===== config.mk =====
export PLATFORM = sky130hd
export DESIGN_NAME = keccak_state_axis_tx
export DESIGN_NICKNAME = d
export VERILOG_FILES = /design/src/rtl/sha3_axis_pkg.sv /design/src/rtl/keccak_state_axis_tx.sv
export SDC_FILE = /design/constraint.sdc
export NUM_CORES = 2
export LEC_CHECK = 0
export CAP_MARGIN = 10
export CORE_AREA = 2 2 647 649
export CTS_BUF_LIST = sky130_fd_sc_hd__clkbuf_8
export DETAILED_ROUTE_END_ITERATION = 6
export DIE_AREA = 0 0 649 651
export PLACE_DENSITY = 0.37
export SLEW_MARGIN = 20
export SYNTH_ARGS = -nofsm -noshare
export SYNTH_HDL_FRONTEND = slang
export SYNTH_SLANG_ARGS = --single-unit

===== constraint.sdc =====
create_clock -name ACLK -period 2.7 [get_ports ACLK]
set_clock_uncertainty 0.1 [all_clocks]
set_input_delay 0.54 -clock ACLK [delete_from_list [all_inputs] [get_ports ACLK]]
set_output_delay 0.54 -clock ACLK [all_outputs]
set_load 0.01 [all_outputs]

===== src/rtl/sha3_axis_pkg.sv =====
// Types and helpers shared by the SHA-3 AXI-Stream absorb and squeeze paths.
// Lane (x,y) sits at flat lane index x + 5*y, LSB-first.
package sha3_axis_pkg;

   localparam int STATE_W = 1600;
   localparam int LANE_W  = 64;

   typedef logic [4:0][4:0][63:0] keccak_state_t;

   typedef enum logic {
      IDLE = 1'b0,
      SEND = 1'b1
   } tx_state_t;

   function automatic logic [STATE_W-1:0] flatten_state(input keccak_state_t s);
      logic [STATE_W-1:0] f;
      f = '0;
      for (int y = 0; y < 5; y++) begin
         for (int x = 0; x < 5; x++) begin
            f[LANE_W*(x + 5*y) +: LANE_W] = s[x][y];
         end
      end
      return f;
   endfunction

endpackage


===== src/rtl/keccak_state_axis_tx.sv =====
// Squeeze-side serializer: captures a Keccak state and streams the first len
// words onto AXI4-Stream, lane 0 first, each lane LSB-first.
module keccak_state_axis_tx
   import sha3_axis_pkg::*;
#(
   parameter int DATA_WIDTH = 16,
   parameter int ID_WIDTH   = 2,
   parameter int USER_WIDTH = 4,
   parameter int LEN_W      = 7
) (
   input  logic                        ACLK,
   input  logic                        ARESETn,
   input  logic [4:0][4:0][63:0]       S_in,
   input  logic                        load,
   input  logic [LEN_W-1:0]            len,
   input  logic [ID_WIDTH-1:0]         id,
   input  logic [USER_WIDTH-1:0]       user,
   output logic                        busy,
   output logic                        done,
   input  logic                        TREADY,
   output logic                        TVALID,
   output logic [DATA_WIDTH-1:0]       TDATA,
   output logic                        TLAST,
   output logic [DATA_WIDTH/8-1:0]     TKEEP,
   output logic [DATA_WIDTH/8-1:0]     TSTRB,
   output logic [ID_WIDTH-1:0]         TID,
   output logic                        TDEST,
   output logic [USER_WIDTH-1:0]       TUSER
);

   localparam int KEEP_W = DATA_WIDTH / 8;
   localparam logic [LEN_W-1:0] MAX_WORDS = LEN_W'(STATE_W / DATA_WIDTH);
   localparam logic [LEN_W-1:0] ONE       = LEN_W'(1);

   tx_state_t              state_q, state_d;
   logic [STATE_W-1:0]     shreg_q;
   logic [LEN_W-1:0]       count_q;
   logic [LEN_W-1:0]       lc_q;
   logic [LEN_W-1:0]       len_clamped;
   logic [LEN_W-1:0]       count_next;
   logic                   tvalid_q;
   logic                   tlast_q;
   logic                   busy_q;
   logic                   done_q;
   logic [ID_WIDTH-1:0]    id_q;
   logic [USER_WIDTH-1:0]  user_q;
   logic                   accept;
   logic                   beat;

   assign len_clamped = (len > MAX_WORDS) ? MAX_WORDS : len;
   assign accept      = (state_q == IDLE) && load && (len != '0);
   assign beat        = tvalid_q && TREADY;
   assign count_next  = count_q + ONE;

   always_comb begin
      state_d = state_q;
      case (state_q)
         IDLE: if (accept)          state_d = SEND;
         SEND: if (beat && tlast_q) state_d = IDLE;
         default:                   state_d = IDLE;
      endcase
   end

   always_ff @(posedge ACLK or negedge ARESETn) begin
      if (!ARESETn) begin
         state_q <= IDLE;
      end else begin
         state_q <= state_d;
      end
   end

   // Capture on accept, shift one word out per handshake.
   always_ff @(posedge ACLK or negedge ARESETn) begin
      if (!ARESETn) begin
         shreg_q  <= '0;
         count_q  <= '0;
         lc_q     <= '0;
         tvalid_q <= 1'b0;
         tlast_q  <= 1'b0;
         busy_q   <= 1'b0;
         done_q   <= 1'b0;
         id_q     <= '0;
         user_q   <= '0;
      end else begin
         done_q <= 1'b0;
         if (accept) begin
            shreg_q  <= flatten_state(S_in);
            lc_q     <= len_clamped;
            count_q  <= '0;
            tlast_q  <= (len_clamped == ONE);
            tvalid_q <= 1'b1;
            busy_q   <= 1'b1;
            id_q     <= id;
            user_q   <= user;
         end else if (beat) begin
            shreg_q <= shreg_q >> DATA_WIDTH;
            count_q <= count_next;
            if (tlast_q) begin
               tvalid_q <= 1'b0;
               tlast_q  <= 1'b0;
               busy_q   <= 1'b0;
               done_q   <= 1'b1;
            end else begin
               tlast_q <= (count_next == (lc_q - ONE));
            end
         end
      end
   end

   assign busy   = busy_q;
   assign done   = done_q;
   assign TVALID = tvalid_q;
   assign TDATA  = shreg_q[DATA_WIDTH-1:0];
   assign TLAST  = tlast_q;
   assign TKEEP  = {KEEP_W{tvalid_q}};
   assign TSTRB  = {KEEP_W{tvalid_q}};
   assign TID    = id_q;
   assign TDEST  = 1'b0;
   assign TUSER  = user_q;

endmodule


==> flow_summary.toml <==
[outcome]
status = "finished, final reports clean"

[global_routing]
overflow = 0
grt_pass1_wl_microns = 579600
grt_max_degree = 142
antenna_found_initial = 184
grt_pass1_vias = 75260
grtUsageTotal_pct = 18.89

[logic_synthesis]
synth.distinct_cells = 34
synth_edf_count = 0
synth_cells = 7274
ys_seq_area_share_pct = 52.92
ys_top_cells_by_area = "dfrtp_1 (53%), mux2i_1 (21%), nand3_1 (10%), o21ai_0 (8.1%), buf_2 (2.6%)"
synth.most_common_cell = "dfrtp_1"
netlist_area_sq_um = 76790
async_reset_ff_share_pct = 100.0
synth_top_cell_by_area = "dfrtp_1"
ys_ff_latch = 1624
synthesis.nets = 8893
synthFlopType = "dfrtp_1"
synth_top_area_share_pct = 52.92
post_synth.cell_area_avg_sq_um = 10.56
ys_warn_count = 0
yosys-top-cells-count = "dfrtp_1 (1,624), nand3_1 (1,607), mux2i_1 (1,584), o21ai_0 (1,250), buf_2 (393)"

[sta]
hold_viol_final = 0
hold_ws_ps = 153.3
worst_slack_ps = 9.281
setup_violations = 0
fmax_mhz = 371.6
period_minus_slack_ps = 2691
fin_crit_sh_pct = 99.66
rsz0062_at_grt = "true"
maxSlewHeadroom_pct = 48.90
finalMaxSlewViolations = 0
tightest_slew_ps = 766.5

[critical_path]
rr_startpoint = "state_q$_DFF_PN0_"
cpMaxStageDelayCell = "or4_1"
crit_top_cell = "buf_12"
cp_max_fo = 55
cp.required_ps = 3490
crit_chain = "clkdlybuf4s50_1 > or4_1 > o41a_4 > buf_12 > buf_12 > mux2i_1 > o21ai_0"
worstReg2RegEnd = "shreg_q[1344]$_DFFE_PN0P_"
cp.arrival_ps = 3480
ff2ff_path_depth = 6
worstSetupStartpointType = "input port"
r2r_slack_ps = 80
critPathMaxStageDelay_ps = 650
critPathCaptureType = "register"
crit_type = "input port to register"

[cts]
cts_buffer_depth = 4
clk_latency_ps = 1050
clkTransAtPathRegs_ps = 60
htreeDepth = 5
tritoncts = "built"
cts_made_buffers = 330
cts_root_buf = "clkbuf_8"
clkSinkCount = 1624

[hold_path]
holdPathStages = 3
hp-start = "S_in[1159]"
hold_class = "input port to register"
hold_end = "shreg_q[1159]$_DFFE_PN0P_"

[finish]
design_area_sq_um = 120900
drive_gt1_share_pct = 10.55
syn_to_final_growth_pct = 57.37
fin_nets = 11760
stdcell_count = 15990

[placement]
globalplace.congestion = 0.8581
io_buffer_count = 1646
pre_cts_ws_ps = -1218
post-dp-hpwl_microns = 316700
dpl_cell_area_sq_um = 103100
dp_cells = 14260

[route]
drtIter0Drc = 4746
dr.pass1.iters = 5
vias_per_cell = 4.403
wl_microns = 415300
drcViolationCount = 0
via_count = 70420
ant_nets = 0
route.detailed.wl_per_inst_microns = 25.97

[power_and_ir_drop]
cellPowerDensity_nw_per_um2 = 946.2
ir_worst_vdd_mv = 0.4349
power_leakage_nw = 47.85

[die]
rows = 237
die_width_microns = 649
start_util_pct = 18.48
dieArea_sq_um = 422500
io_pins = 1648
core_sq_um = 415400
die_h_microns = 651

[flow_run]
drv_cap = 0
[layout make-up]
type	instances	area, sq um
antenna	106	265.3
sequential	1624	40640
clock buffer	414	5698
fill	43430	294600
inverter	3	11.26
multi-input combinational	4910	32730
timing repair buffer	3276	33630
clock inverter	162	994.7
tap	5497	6878
[cells in the final DEF, fill, tap and decap left out, types with 3 or more instances in the layout]
cell / synthesis / layout
diode_2: 0 / 106
inv_8: 0 / 8
clkinv_2: 0 / 19
clkdlybuf4s50_1: 0 / 1615
nand3_1: 1607 / 1607
buf_12: 0 / 173
o21ai_1: 339 / 339
nor2_1: 10 / 10
dlygate4sd3_1: 0 / 1043
xnor2_1: 13 / 13
buf_16: 0 / 7
buf_2: 393 / 8
mux2i_4: 0 / 4
inv_6: 0 / 3
dlygate4sd2_1: 0 / 17
o21ai_0: 1250 / 1250
bufinv_16: 0 / 5
mux2i_2: 0 / 23
clkinv_8: 0 / 9
clkbuf_16: 0 / 3
buf_4: 42 / 401
clkbuf_8: 0 / 414
xnor3_1: 3 / 3
buf_6: 9 / 4
dfrtp_1: 1624 / 1621
xor2_1: 3 / 3
nor3_1: 5 / 5
inv_1: 3 / 114
clkinvlp_4: 0 / 5
mux2i_1: 1584 / 1557
nand2_1: 73 / 72
clkdlybuf4s15_1: 0 / 4
dfrtp_2: 0 / 3
[critical path, delay by kind of cell]
family                 cells  cell delay, ps
AO/OA/AOI/OAI              2             650
buffers and inverters      3            1050
AND/OR/NAND/NOR            1             650
multiplexers               1             360
[worst max-delay path by stage]
stage | start | endpoint | cells after the start
after floorplan | len[6] | shreg_q[1488]$_DFFE_PN0P_ | 8
after global placement | len[1] | shreg_q[409]$_DFFE_PN0P_ | 7
after detailed placement | len[1] | shreg_q[409]$_DFFE_PN0P_ | 7
after CTS | busy$_DFFE_PN0P_ | TSTRB[1] | 3
after global routing | state_q$_DFF_PN0_ | shreg_q[102]$_DFFE_PN0P_ | 6
final | len[1] | shreg_q[1344]$_DFFE_PN0P_ | 7
[cells by family after synthesis]
family | after synthesis | share of synthesized area, %
and+or+nand+nor | 1707 | 11.02
DFF | 1624 | 52.92
AOI/OAI and AO/OA | 1597 | 10.44
muxes | 1584 | 20.65
buffers and inverters | 740 | 4.668
xor gates and xnor gates | 19 | 0.2705
adders and majority gates | 2 | 0.03258
other | 1 | 0.004883
[where the power goes]
| part | internal [mW] | switching [mW] | leakage [nW] | total (mW) |
|---|---|---|---|---|
| logic | 19.2 | 23.2 | 22.9 | 42.4 |
| registers | 35.9 | 9.43 | 21.1 | 45.3 |
| clock network | 14.3 | 12.3 | 3.85 | 26.6 |
[per-layer routing]
| metal | wire length, microns | part of all wire, % | up-vias | GRT usage [%] |
|---|---|---|---|---|
| met5 | 611 | 0.15 | - | 0 |
| met4 | 15940 | 3.8 | 100 | 7.134 |
| met3 | 18220 | 4.4 | 732 | 3.106 |
| met2 | 216500 | 52 | 2128 | 34.56 |
| met1 | 164000 | 39 | 35180 | 21.94 |
| li1 | - | - | 32280 | - |
[metrics by stage]
| stage | utilization [%] | TNS [ps] | power, mW |
|---|---|---|---|
| after floorplan | - | 0 | 64.44 |
| after global placement | 24.82 | -1512860 | 86.39 |
| after detailed placement | 24.82 | -1535990 | 87.18 |
| after CTS | 28.98 | -185.6 | 116.1 |
| after global routing | 29.08 | -336.1 | 122.0 |
| final | 29.09 | 0 | 114.4 |
[flip-flops by register name, summed over array words and instances (netlist names)]
register	count
state_q	1
count_q	7
lc_q	7
TUSER	4
done	1
shreg_q	1600
TID	2
busy	1
TLAST	1
[timing repair]
| item | in CTS | in global routing |
|---|---|---|
| buffers inserted | 4 | 0 |
| resized for setup | 90 | 24 |
| cloned | 0 | 3 |
| pin swaps | 0 | 0 |
| endpoints found under the setup margin | 118 | 27 |
| hold buffers | 1044 | 0 |
| endpoints found under the hold margin | 2646 | 0 |
Note: power is estimated with default switching activity, not from simulation.
